==> src/rtl/odd_parity_frame_tx_if.sv <==
// Word-level handshake and serial-line bundle for odd_parity_frame_tx.
// Optional macro ODD_PARITY_ERR_INJECT_EN adds the inject_err request line.
interface odd_parity_frame_tx_if #(
    parameter int N = 4
);
    logic [N-1:0] data_in;
    logic         data_valid;
    logic         data_ready;
    logic         tx_out;
    logic         busy;
    logic         parity_out;
    logic         frame_done;
`ifdef ODD_PARITY_ERR_INJECT_EN
    logic         inject_err;
`endif

    // Producer / line observer side
    modport master (
`ifdef ODD_PARITY_ERR_INJECT_EN
        output inject_err,
`endif
        output data_in, data_valid,
        input  data_ready, tx_out, busy, parity_out, frame_done
    );

    // Transmitter side
    modport slave (
`ifdef ODD_PARITY_ERR_INJECT_EN
        input  inject_err,
`endif
        input  data_in, data_valid,
        output data_ready, tx_out, busy, parity_out, frame_done
    );
endinterface

==> src/rtl/odd_parity_frame_tx.sv <==
// Odd-parity framed serial transmitter: START(0), N data bits LSB-first,
// odd parity bit, STOP(1). One word captured per valid/ready transfer.
// Optional macro ODD_PARITY_ERR_INJECT_EN: inject_err inverts the sent
// parity bit of the captured frame while parity_out stays correct.
module odd_parity_frame_tx #(
    parameter int N = 4
) (
    input  logic                 clk,
    input  logic                 rst,
    odd_parity_frame_tx_if.slave bus
);
    localparam int CW = (N > 1) ? $clog2(N) : 1;

    typedef enum logic [2:0] {
        S_IDLE,
        S_START,
        S_DATA,
        S_PARITY,
        S_STOP
    } state_t;

    state_t          r_state;
    state_t          w_next;
    logic [N-1:0]    r_shift;
    logic [CW-1:0]   r_cnt;
    logic            r_parity;
    logic            r_par_tx;
    logic            w_ready;
    logic            w_xfer;
    logic            w_par_tx;
    logic            w_tx;
    logic            w_last_bit;

    function automatic logic odd_parity(input logic [N-1:0] d);
        return ~^d;
    endfunction

    assign w_ready    = ((r_state == S_IDLE) || (r_state == S_STOP)) && !rst;
    assign w_xfer     = bus.data_valid && w_ready;
    assign w_last_bit = (r_cnt == CW'(N - 1));

`ifdef ODD_PARITY_ERR_INJECT_EN
    assign w_par_tx = odd_parity(bus.data_in) ^ bus.inject_err;
`else
    assign w_par_tx = odd_parity(bus.data_in);
`endif

    // State, bit counter, shift register and parity capture
    always_ff @(posedge clk or posedge rst) begin
        if (rst) begin
            r_state  <= S_IDLE;
            r_shift  <= '0;
            r_cnt    <= '0;
            r_parity <= 1'b0;
            r_par_tx <= 1'b0;
        end else begin
            r_state <= w_next;
            if (w_xfer) begin
                r_shift  <= bus.data_in;
                r_parity <= odd_parity(bus.data_in);
                r_par_tx <= w_par_tx;
            end else if (r_state == S_DATA) begin
                r_shift <= r_shift >> 1;
            end
            if (r_state == S_DATA && !w_last_bit) begin
                r_cnt <= r_cnt + CW'(1);
            end else begin
                r_cnt <= '0;
            end
        end
    end

    // Next-state sequencing of the frame
    always_comb begin
        w_next = r_state;
        case (r_state)
            S_IDLE:   if (w_xfer) w_next = S_START;
            S_START:  w_next = S_DATA;
            S_DATA:   if (w_last_bit) w_next = S_PARITY;
            S_PARITY: w_next = S_STOP;
            S_STOP:   w_next = w_xfer ? S_START : S_IDLE;
            default:  w_next = S_IDLE;
        endcase
    end

    // Line level decoded purely from registered state
    always_comb begin
        w_tx = 1'b1;
        case (r_state)
            S_START:  w_tx = 1'b0;
            S_DATA:   w_tx = r_shift[0];
            S_PARITY: w_tx = r_par_tx;
            default:  w_tx = 1'b1;
        endcase
    end

    assign bus.data_ready = w_ready;
    assign bus.tx_out     = w_tx;
    assign bus.busy       = (r_state != S_IDLE);
    assign bus.frame_done = (r_state == S_STOP);
    assign bus.parity_out = r_parity;
endmodule

==> src/flat_wrapper.sv <==
// flat-port wrapper written by rule: the top's interface ports become plain ports
module odd_parity_frame_tx_flat 
#(
    parameter int N = 4
)
  (clk, rst, bus_data_in, bus_data_valid, bus_data_ready, bus_tx_out, bus_busy, bus_parity_out, bus_frame_done);
  odd_parity_frame_tx_if #(.N(N)) bus_i ();
  input  logic clk;
  input  logic rst;
  input wire logic [$bits(bus_i.data_in)-1:0] bus_data_in;
  input wire logic [$bits(bus_i.data_valid)-1:0] bus_data_valid;
  output wire logic [$bits(bus_i.data_ready)-1:0] bus_data_ready;
  output wire logic [$bits(bus_i.tx_out)-1:0] bus_tx_out;
  output wire logic [$bits(bus_i.busy)-1:0] bus_busy;
  output wire logic [$bits(bus_i.parity_out)-1:0] bus_parity_out;
  output wire logic [$bits(bus_i.frame_done)-1:0] bus_frame_done;
  assign bus_i.data_in = bus_data_in;
  assign bus_i.data_valid = bus_data_valid;
  assign bus_data_ready = bus_i.data_ready;
  assign bus_tx_out = bus_i.tx_out;
  assign bus_busy = bus_i.busy;
  assign bus_parity_out = bus_i.parity_out;
  assign bus_frame_done = bus_i.frame_done;
  odd_parity_frame_tx #(.N(N)) u_core (.clk(clk), .rst(rst), .bus(bus_i));
endmodule
==> config.mk <==
export PLATFORM = sky130hd
export DESIGN_NAME = odd_parity_frame_tx_flat
export DESIGN_NICKNAME = d
export VERILOG_FILES = /design/src/rtl/odd_parity_frame_tx_if.sv /design/src/rtl/odd_parity_frame_tx.sv /design/src/flat_wrapper.sv
export SDC_FILE = /design/constraint.sdc
export NUM_CORES = 1
export LEC_CHECK = 0
export ABC_AREA = 1
export ABC_CLOCK_PERIOD_IN_PS = 1440
export CAP_MARGIN = 20
export CORE_AREA = 2 2 39 41
export CTS_BUF_LIST = sky130_fd_sc_hd__clkbuf_4 sky130_fd_sc_hd__clkbuf_8 sky130_fd_sc_hd__clkbuf_16
export CTS_CLUSTER_DIAMETER = 100
export CTS_CLUSTER_SIZE = 8
export DETAILED_ROUTE_END_ITERATION = 7
export DIE_AREA = 0 0 41 43
export HOLD_SLACK_MARGIN = 0.1
export PLACE_DENSITY = 0.65
export SETUP_SLACK_MARGIN = 0.5
export SYNTH_ARGS = -nofsm -noshare
export SYNTH_HDL_FRONTEND = slang
export SYNTH_SLANG_ARGS = --single-unit
export TNS_END_PERCENT = 50
==> constraint.sdc <==
create_clock -name clk -period 1.44 [get_ports clk]
set_input_delay 0.216 -clock clk [delete_from_list [all_inputs] [get_ports clk]]
set_output_delay 0.216 -clock clk [all_outputs]
set_load 0.01 [all_outputs]
Word level (Yosys, flattened, before mapping):

Cells that the tools add are included.
Widths: inputs -> output; s select.

* flip-flop bits (word level): 10

* add/subtract/negate cells: 1
* equal/unequal tests: 7
* muxes and demuxes: 8
* reductions and logical operators: 11

Operators with widths (count)
* $pmux 3 s5: 1
* $mux 4: 2
* $eq 3x2->1 const B: 2
* $mux 3: 2
* $ne 2x1->1 const B: 2
* $reduce_xnor 4->1: 1
* $eq 3x1->1 const B: 1
* $eq 3x3->1 const B: 1
* $logic_and 1x1->1: 3
* $logic_not 3->1: 1
* $pmux 1 s3: 1
* $reduce_bool 3->1: 1
* $add 2x1->2 const B: 1
* $eq 2x2->1 const B: 1
* $logic_not 1->1: 2
* $mux 2: 1
* $reduce_and 2->1: 1
* $reduce_bool 2->1: 1
* $logic_or 1x1->1: 1
* $mux 1: 1

Depth between registers and ports, before layout:

Gate-level depths: netlist of run 1.

* depth in word-level cells: 6
* depth in mapped cells: 6
* gate-level depth less buffers: 6

Least setup slack after synthesis of run 1:

Ideal clock, no wire load.

* path type: reg-to-output
* from: reg u_core.r_state[2]
* to: out bus_tx_out
* arrival: 0.848 ns
* path slack: 0.376 ns
* cell stages (with the launch flop): 6
* cell sequence: dfrtp_1 > inv_2 > nand3_2 > inv_1 > nand2_1 > nand3_1

* longest elaborated chain between the ends: 2

Ends and longest elaborated chain
* from (decl): RTL line odd_parity_frame_tx.sv:22 `state_t r_state;`
* from (signal assigned): RTL line odd_parity_frame_tx.sv:57 `r_state <= w_next;`
* $eq 3x2->1 or $eq 3x1->1 (tied branches): RTL line odd_parity_frame_tx.sv:89 `case (r_state)`
* $pmux 1 s3 (*): RTL line odd_parity_frame_tx.sv:89
* to (decl): RTL line flat_wrapper.sv:13 `output wire logic [$bits(bus_i.tx_out)-1:0] bus_tx_out;`

Every way passes the cells marked *; elsewhere a longest branch is shown, timed or not.

Final worst setup path of run 1:

* from: reg u_core.r_state[1]
* to: out bus_tx_out

The elaborated chain is that of the path after synthesis.

==> qor.csv, run 1 <==
metric,value,unit
crit_arrival,1.16,ns
final_common_cell,nand2_1,
dp_hpwl,828.2,um
fin_crit,1.373,ns
place_congestion,0.7451,
die-width,41,um
grt_pass1_wl,1911,um
cts_hold_buffers,0,
drv_slew,0,
powerDensity,1995,nW/um^2
startpoint_type,register,
die_area,1763,um^2
vias,512,
worst_pin_slew,0.1856,ns
clk_latency,0.26,ns
cts_max_level,1,
numCtsBuffers,3,
firstDrtPassIters,3,
drive_above_1_share,40.43,%
setup_ws,0.06685,ns
endpoint,bus_tx_out,
yosysWarnings,0,
worstPathRequired,1.22,ns
drt-initial-drc-count,5,
cap_violations,0,
cts_sinks,10,
portBuffers,11,
finalSetupViolations,0,
place_ws,-0.08627,ns
reg2reg_from,u_core.r_state[1]$_DFFE_PP0P_,
path_class,register to output port,
die_y,43,um
viasPerCell,4.655,
fin_worst_skew,0.003640,ns
max_clock_freq,728.3,MHz
syn_area,563.0,um^2
grt-ovfl-total,0,
cp-end-kind,output port,
yosysSeqAreaShare,44.44,%
initial_core_util,40.69,%
hold_viol,0,
stdcell_area,815.8,um^2
reg2reg_depth,8,
avgSynthCellArea,7.820,um^2
syn_nets,80,
nNetsFinal,103,
instances_no_fill,110,
wl,1073,um
hold_path.class,primary input to async pin,
path_clk_slew,0.07,ns
synth_seq_cells,10,
ios,12,
rsz0062_at_grt,true,
status,completed,
dp_cells,103,
core,1384,um^2
grt_antenna_before_repair,0,
ant_nets,0,
first_global_vias,469,
wl_per_cell,9.755,um
insertedDiodeCount,0,
grt_start_max_net_pins,12,
placed_cell_area,737.0,um^2
rows,14,
cts-root-buf,clkbuf_4,
crit_path_max_fanout,4,
ir_worst_vdd,0.8426,mV
synthCells,72,
p_leak,0.4753,nW
fin_total_pwr,1.628,mW
grt.total_usage,16.29,%
ctsLongestPathBuffers,2,
cts_tree,yes,
layout_common_cells,"nand2_1 (22), inv_1 (9), dfrtp_1 (8)",
rrSetupSlack,0.21,ns
r2r-end,u_core.r_shift[0]$_DFFE_PP0P_,
slew_headroom,87.60,%
synth_cell_type_count,15,
finalCritPeriodShare,95.36,%
drc,0,
areaGrowthSynthToFinish,44.89,%
cp-startpoint,u_core.r_state[1]$_DFFE_PP0P_,
fin_hold_ws,0.2684,ns
==> metal layers <==
| metal | vias to the layer above | wire length (um) | track usage, % |
|---|---|---|---|
| met5 | - | 0 | 0 |
| met4 | 0 | 29 | 10.00 |
| met3 | 4 | 40 | 3.141 |
| met2 | 12 | 553 | 24.06 |
| met1 | 225 | 449 | 20.88 |
| li1 | 271 | - | - |
==> worst max-delay path, stage by stage, from the launching register on <==
cell,delay (ns)
dfrtp_2,0.44
buf_6,0.13
nand3_4,0.05
inv_2,0.04
nand2_2,0.05
nand3_2,0.06
buf_6,0.12
==> flip-flops by register name, indices dropped and copies added, names as in the netlist <==
name / count
u_core.r_state: 3
u_core.r_shift: 4
u_core.r_cnt: 2
u_core.bus.parity_out: 1
==> repair_timing <==
item / in CTS / in global routing
pin swaps: 3 / 3
gates resized for setup: 23 / 11
setup buffers: 3 / 0
setup endpoints to repair: 14 / 14
==> cells in the mapped netlist <==
cell	n	area (um^2)
nor2_2	3	18.77
nand2_1	26	97.59
nor3_1	1	5.000
inv_1	11	41.29
nand3_1	5	25.02
nor3b_1	1	7.510
nand3_2	5	50.05
or2_4	1	8.760
inv_2	1	3.750
ha_1	1	12.51
dfrtp_1	10	250.2
nor2_1	4	15.01
nand3_4	1	17.52
clkinv_2	1	5.000
o21ai_1	1	5.000
==> cell families (layout without fill, tap and decap cells) <==
logic type	Yosys count	count (layout)	share of synthesized area, %
adder cells (fa/ha/maj)	1	1	2.222
AO/OA/AOI/OAI	1	1	0.8880
buffers and inverters	13	35	8.887
flip-flops	10	10	44.44
AND/OR/NAND/NOR	47	47	43.55
==> cell type report <==
| type | count | area [um^2] |
|---|---|---|
| clock buffer | 4 | 30.03 |
| inverter | 13 | 50.05 |
| tap | 16 | 20.02 |
| fill | 120 | 568.0 |
| multi-input combinational | 49 | 307.8 |
| sequential | 10 | 252.7 |
| timing repair buffer | 18 | 155.1 |
==> per-stage QoR <==
| step | setup TNS [ns] | utilization [%] |
|---|---|---|
| 6_report | 0 | 58.95 |
| 5_1_grt | 0 | 58.95 |
| 4_1_cts | 0 | 56.60 |
| 3_5_place_dp | -0.1608 | 53.25 |
| 3_3_place_gp | -0.1362 | 53.25 |
| 2_1_floorplan | 0 | - |
==> worst min path at each step <==
stage	start	end	slack [ns]	depth (start not counted)
2_1_floorplan	rst	u_core.bus.parity_out$_DFFE_PP0N_	0.09	1
4_1_cts	rst	u_core.r_cnt[0]$_DFF_PP0_	0.27	3
5_1_grt	rst	u_core.r_cnt[0]$_DFF_PP0_	0.29	3
3_5_place_dp	u_core.r_cnt[0]$_DFF_PP0_	u_core.r_cnt[0]$_DFF_PP0_	0.44	1
3_3_place_gp	u_core.r_cnt[0]$_DFF_PP0_	u_core.r_cnt[0]$_DFF_PP0_	0.44	1
6_report	rst	u_core.r_shift[3]$_DFFE_PP0P_	0.27	3
==> report_power, final <==
group | total (mW) | switching [mW] | internal, mW
logic | 0.887 | 0.426 | 0.460
clock network | 0.217 | 0.0917 | 0.126
registers | 0.524 | 0.120 | 0.404
total | 1.63 | 0.638 | 0.990
No activity file was read; power rests on OpenSTA's default activity.
==> inputs of run 2 (changes only) <==
==> constraint.sdc (replaced) <==
create_clock -name clk -period 1.44 [get_ports clk]
set_input_delay 0.432 -clock clk [delete_from_list [all_inputs] [get_ports clk]]
set_output_delay 0.432 -clock clk [all_outputs]
set_load 0.01 [all_outputs]
==> qor.csv, run 2 (same netlist as run 1, synthesis figures left out) <==
metric,value,unit,change
powerDensity,2021,nW/um^2,was 1995 nW/um^2
largestRegisters,"u_core.r_shift: 4 flops, u_core.r_state: 3 flops, u_core.r_cnt: 2 flops",,unchanged
finalCritPeriodShare,111.9,%,was 95.36%
wl,1137,um,was 1073 um
max_stage_delay,0.42,ns,was 0.44 ns
cap_violations,0,,unchanged
layout_common_cells,"nand2_1 (23), nand3_2 (9), dfrtp_1 (9)",,"was nand2_1 (22), inv_1 (9), dfrtp_1 (8)"
violations,setup timing,,
hold_viol,0,,unchanged
numCtsBuffers,3,,unchanged
firstDrtPassIters,4,,was 3
fin_hold_ws,0.3264,ns,was 0.2684 ns
reg2reg_from,u_core.r_state[1]$_DFFE_PP0P_,,unchanged
fin_worst_skew,0.0005787,ns,was 0.003640 ns
reg2reg_depth,9,,was 8
areaGrowthSynthToFinish,53.78,%,was 44.89%
path_clk_slew,0.07,ns,about the same
first_global_vias,494,,was 469
path_class,register to output port,,unchanged
final_common_cell,nand2_1,,unchanged
dp_hpwl,844,um,was 828.2 um
startpoint_type,register,,unchanged
setup_ws,-0.1707,ns,was 0.06685 ns
worst_pin_slew,0.1699,ns,was 0.1856 ns
rows,14,,unchanged
largest_register_ffs,4,,unchanged
nNetsFinal,106,,was 103
num-fill-cells,137,,was 120
clk_latency,0.27,ns,was 0.26 ns
grt_start_max_net_pins,12,,unchanged
rsz0062_at_grt,true,,unchanged
drive_above_1_share,45.36,%,was 40.43%
max_clock_freq,620.9,MHz,was 728.3 MHz
finalSetupViolations,4,,was 0
regMostFlops,u_core.r_shift,,unchanged
crit_arrival,1.18,ns,was 1.16 ns
ctsLongestPathBuffers,2,,unchanged
wl_met2,593,um,was 553 um
slew_headroom,88.67,%,was 87.60%
cp_top_family,flip-flops,,unchanged
cp.buffers_inverters,2,,was 3
drv_slew,0,,unchanged
crit_path_max_fanout,4,,unchanged
grt.total_usage,17.17,%,was 16.29%
cts_tree,yes,,unchanged
place_congestion,0.7072,,was 0.7451
stdcell_area,865.8,um^2,was 815.8 um^2
highest_layer,met4,,unchanged
cts_sinks,10,,unchanged
worstPathRequired,1.01,ns,was 1.22 ns
ios,12,,unchanged
cts_max_level,1,,unchanged
register_area,251.5,um^2,was 252.7 um^2
cts_hold_buffers,0,,unchanged
die_y,43,um,unchanged
grt_pass1_wl,1959,um,was 1911 um
wl_met3,41,um,was 40 um
crit_chain,buf_6 > nor2_4 > nor2_1 > nand3_2 > buf_6,,was buf_6 > nand3_4 > inv_2 > nand2_2 > nand3_2 > buf_6
fin_crit,1.611,ns,was 1.373 ns
ir_worst_vdd,1.087,mV,was 0.8426 mV
die-width,41,um,unchanged
ant_nets,0,,unchanged
vias,518,,was 512
cpMaxStageDelayCell,dfrtp_1,,was dfrtp_2
grt_antenna_before_repair,0,,unchanged
hold_path.class,primary input to async pin,,unchanged
wl_per_cell,10.06,um,was 9.755 um
grt-ovfl-total,0,,unchanged
drc,0,,unchanged
drt-met1-wl,467,um,was 449 um
cpMostUsedCell,buf_6,,unchanged
portBuffers,11,,unchanged
multi_input_area,310.3,um^2,was 307.8 um^2
cts-root-buf,clkbuf_4,,unchanged
initial_core_util,40.69,%,unchanged
r2r-end,u_core.r_shift[0]$_DFFE_PP0P_,,unchanged
viasPerCell,4.584,,was 4.655
core,1384,um^2,unchanged
p_leak,0.4678,nW,was 0.4753 nW
rrSetupSlack,0.02,ns,was 0.21 ns
status,"finished, violations left",,was completed
cp-end-kind,output port,,unchanged
insertedDiodeCount,0,,unchanged
drt-initial-drc-count,8,,was 5
placed_cell_area,775.7,um^2,was 737.0 um^2
die_area,1763,um^2,unchanged
[run 2: cell count changes in the layout (fill, tap and decap cells not counted), moves of 2 or more]
cell,previous run,this run
nand2_2,1,3
buf_6,4,7
nand2_4,3,0
nand3_2,5,9
nand3_1,4,0
[run 2: cell type report]
type / count / share of cell area (%)
Clock buffer: 4 / 4.191
Inverter: 13 / 6.647
Multi-Input combinational cell: 49 / 35.84
Sequential cell: 10 / 29.05
Tap cell: 16 / 2.312
Timing Repair Buffer: 21 / 21.97
[run 2: worst reg2reg max path: stages (launching register included)]
cell and delay, ns:
dfrtp_1 0.42, buf_6 0.14, nor2_4 0.11, buf_4 0.12, buf_6 0.08, buf_4 0.11
nand3_4 0.14, clkinv_4 0.11, nand2_1 0.06, nand3_2 0.06
[run 2: what timing repair did]
action / 4_1_cts / 5_1_grt
setup buffers: 1 / 2
gates resized for setup: 32 / 3
pin swaps: 5 / 8
endpoints found under the hold margin: 0 / 0
setup endpoints to repair: 14 / 14
[run 2: report_power, final]
part	internal (mW)	leakage (nW)	switching, mW
Combinational	0.540	0.319	0.449
Sequential	0.401	0.128	0.100
Clock	0.154	0.0210	0.106
Total	1.09	0.468	0.655
[run 2: worst max-delay path by stage]
stage / end / start / depth (start not counted) / slack [ns]
after detailed placement: bus_data_ready / rst / 5 / -0.57
after global routing: bus_data_ready / u_core.r_state[1]$_DFFE_PP0P_ / 5 / -0.22
after floorplan: bus_data_ready / rst / 3 / 0.21
after global placement: bus_data_ready / rst / 5 / -0.57
final: bus_tx_out / u_core.r_state[1]$_DFFE_PP0P_ / 5 / -0.17
after CTS: bus_tx_out / u_core.r_state[1]$_DFFE_PP0P_ / 5 / -0.19
[run 2: stage by stage]
stage	instances	util, %	power, mW	setup TNS (ns)	setup WS (ns)
finish	113	62.57	1.750	-0.5852	-0.1707
global route	113	62.57	1.882	-0.8611	-0.2164
CTS	111	60.85	1.689	-0.6659	-0.1948
detailed placement	106	56.06	1.340	-2.825	-0.5742
global placement	106	56.06	1.324	-2.790	-0.5674
floorplan	72	-	0.9584	0	0.2052
[run 2: layer usage]
metal	global-route usage [%]	up-vias
li1	-	271
met1	20.40	229
met2	26.25	14
met3	1.571	4
met4	14.00	0
met5	0	-
==> inputs of run 3 (changes only) <==
--- a/config.mk
+++ b/config.mk
@@ -15,6 +15,7 @@
 export DETAILED_ROUTE_END_ITERATION = 7
 export DIE_AREA = 0 0 41 43
 export HOLD_SLACK_MARGIN = 0.1
+export MAX_ROUTING_LAYER = met4
 export PLACE_DENSITY = 0.65
 export SETUP_SLACK_MARGIN = 0.5
 export SYNTH_ARGS = -nofsm -noshare
==> qor.csv, run 3 (same netlist as run 1, synthesis figures left out) <==
metric,value,unit,change
p_leak,0.4678,nW,unchanged
nNetsFinal,106,,unchanged
drv_slew,0,,unchanged
grt.total_usage,17.60,%,was 17.17%
insertedDiodeCount,0,,unchanged
final_common_cell,nand2_1,,unchanged
cts_sinks,10,,unchanged
initial_core_util,40.69,%,unchanged
p_sw_share,37.51,%,was 37.44%
ant_nets,0,,unchanged
grt_start_max_net_pins,12,,unchanged
power.share.sequential,28.7,%,was 28.6%
p_int,1.095,mW,about the same
firstDrtPassIters,3,,was 4
largest_register_ffs,4,,unchanged
die-width,41,um,unchanged
ir_worst_vdd,1.087,mV,about the same
wl,1134,um,was 1137 um
grt_antenna_before_repair,0,,unchanged
grt_pass1_wl,1959,um,unchanged
vias,525,,was 518
worstPathRequired,1.01,ns,about the same
layout_common_cells,"nand2_1 (23), nand3_2 (9), dfrtp_1 (9)",,unchanged
die_y,43,um,unchanged
path_clk_slew,0.07,ns,about the same
hold_viol,0,,unchanged
hold_path.class,primary input to async pin,,unchanged
powerDensity,2023,nW/um^2,was 2021 nW/um^2
cap_violations,0,,unchanged
finalCritPeriodShare,111.8,%,was 111.9%
ios,12,,unchanged
fin_total_pwr,1.752,mW,was 1.750 mW
cpMostUsedCell,buf_6,,unchanged
areaGrowthSynthToFinish,53.78,%,unchanged
crit_chain,buf_6 > nor2_4 > nor2_1 > nand3_2 > buf_6,,unchanged
setup_ws,-0.1704,ns,was -0.1707 ns
wl_per_cell,10.04,um,was 10.06 um
fin_hold_ws,0.3250,ns,was 0.3264 ns
first_global_vias,494,,unchanged
slew_headroom,88.64,%,was 88.67%
core,1384,um^2,unchanged
drt-initial-drc-count,8,,unchanged
cts_tree,yes,,unchanged
rows,14,,unchanged
crit_arrival,1.18,ns,about the same
stdcell_area,865.8,um^2,unchanged
cts_hold_buffers,0,,unchanged
crit_path_max_fanout,4,,unchanged
violations,setup timing,,unchanged
path_class,register to output port,,unchanged
fin_worst_skew,0.001111,ns,was 0.0005787 ns
cts-root-buf,clkbuf_4,,unchanged
num-fill-cells,137,,unchanged
netSwitchingPower,0.6570,mW,was 0.6551 mW
cp-end-kind,output port,,unchanged
grt-ovfl-total,0,,unchanged
placed_cell_area,775.7,um^2,unchanged
pwr-share-clk,14.9,%,about the same
cpMaxStageDelayCell,dfrtp_1,,unchanged
die_area,1763,um^2,unchanged
numCtsBuffers,3,,unchanged
worst_pin_slew,0.1703,ns,was 0.1699 ns
status,"finished, violations left",,unchanged
finalSetupViolations,4,,unchanged
dp_hpwl,844,um,unchanged
max_stage_delay,0.42,ns,about the same
cts_max_level,1,,unchanged
max_clock_freq,621.0,MHz,was 620.9 MHz
place_congestion,0.7151,,was 0.7072
p_comb_share,56.4,%,was 56.5%
drc,0,,unchanged
portBuffers,11,,unchanged
rsz0062_at_grt,true,,unchanged
viasPerCell,4.646,,was 4.584
largestRegisters,"u_core.r_shift: 4 flops, u_core.r_state: 3 flops, u_core.r_cnt: 2 flops",,unchanged
clk_latency,0.27,ns,about the same
fin_crit,1.610,ns,was 1.611 ns
ctsLongestPathBuffers,2,,unchanged
drive_above_1_share,45.36,%,unchanged
startpoint_type,register,,unchanged
regMostFlops,u_core.r_shift,,unchanged
[run 3: cell counts in the layout (fill, tap and decap cells not counted)]
Identical to the previous run, type by type.
[run 3: worst max-delay path: cells and delay by family, from the launching register on]
| kind | cells | cell delay, ns |
|---|---|---|
| DFF | 1 | 0.42 |
| and+or+nand+nor | 3 | 0.25 |
| buffers and inverters | 2 | 0.24 |
[run 3: final cells by class]
cell class | instances | area (um^2) | area share, %
Clock buffer | 4 | 36.28 | 4.191
Inverter | 13 | 57.56 | 6.647
Multi-Input combinational cell | 49 | 310.3 | 35.84
Sequential cell | 10 | 251.5 | 29.05
Tap cell | 16 | 20.02 | 2.312
Timing Repair Buffer | 21 | 190.2 | 21.97
[run 3: power by group through the flow]
stage | Clock [mW] | Sequential, mW | Combinational [mW]
CTS | 0.270 | 0.498 | 0.922
global placement | 0 | 0.484 | 0.840
finish | 0.261 | 0.502 | 0.988
floorplan | 0 | 0.495 | 0.463
global route | 0.277 | 0.517 | 1.09
detailed placement | 0 | 0.486 | 0.854
[run 3: metrics by stage]
| step | instances | utilization, % | setup WS [ns] | setup TNS (ns) |
|---|---|---|---|---|
| 2_1_floorplan | 72 | - | 0.2052 | 0 |
| 6_report | 113 | 62.57 | -0.1704 | -0.5841 |
| 3_3_place_gp | 106 | 56.06 | -0.5674 | -2.790 |
| 5_1_grt | 113 | 62.57 | -0.2164 | -0.8611 |
| 4_1_cts | 111 | 60.85 | -0.1948 | -0.6659 |
| 3_5_place_dp | 106 | 56.06 | -0.5742 | -2.825 |
[run 3: worst paths after layout]
path	from	to	slack, ns	cells after the start
max	u_core.r_state[1]$_DFFE_PP0P_	bus_tx_out	-0.17	5
max in group asynchronous	rst	u_core.r_state[0]$_DFFE_PP0P_	0.95	3
min in group clk	u_core.r_cnt[0]$_DFF_PP0_	u_core.r_cnt[0]$_DFF_PP0_	0.44	1
min	rst	u_core.r_state[0]$_DFFE_PP0P_	0.32	3
max reg2reg	u_core.r_state[1]$_DFFE_PP0P_	u_core.r_shift[0]$_DFFE_PP0P_	0.03	9
min reg2reg	u_core.r_cnt[0]$_DFF_PP0_	u_core.r_cnt[0]$_DFF_PP0_	0.44	1
[run 3: timing repair]
item,CTS,global route
resized for setup,32,3
pin swaps,5,8
setup buffers,1,2
endpoints found under the setup margin,14,14
cloned,0,0
[run 3: metal layers]
| metal | part of all wire [%] | GRT usage [%] |
|---|---|---|
| met3 | 3.5 | 1.571 |
| met5 | 0 | - |
| met1 | 42 | 20.40 |
| met4 | 3.0 | 14.00 |
| met2 | 51 | 26.25 |
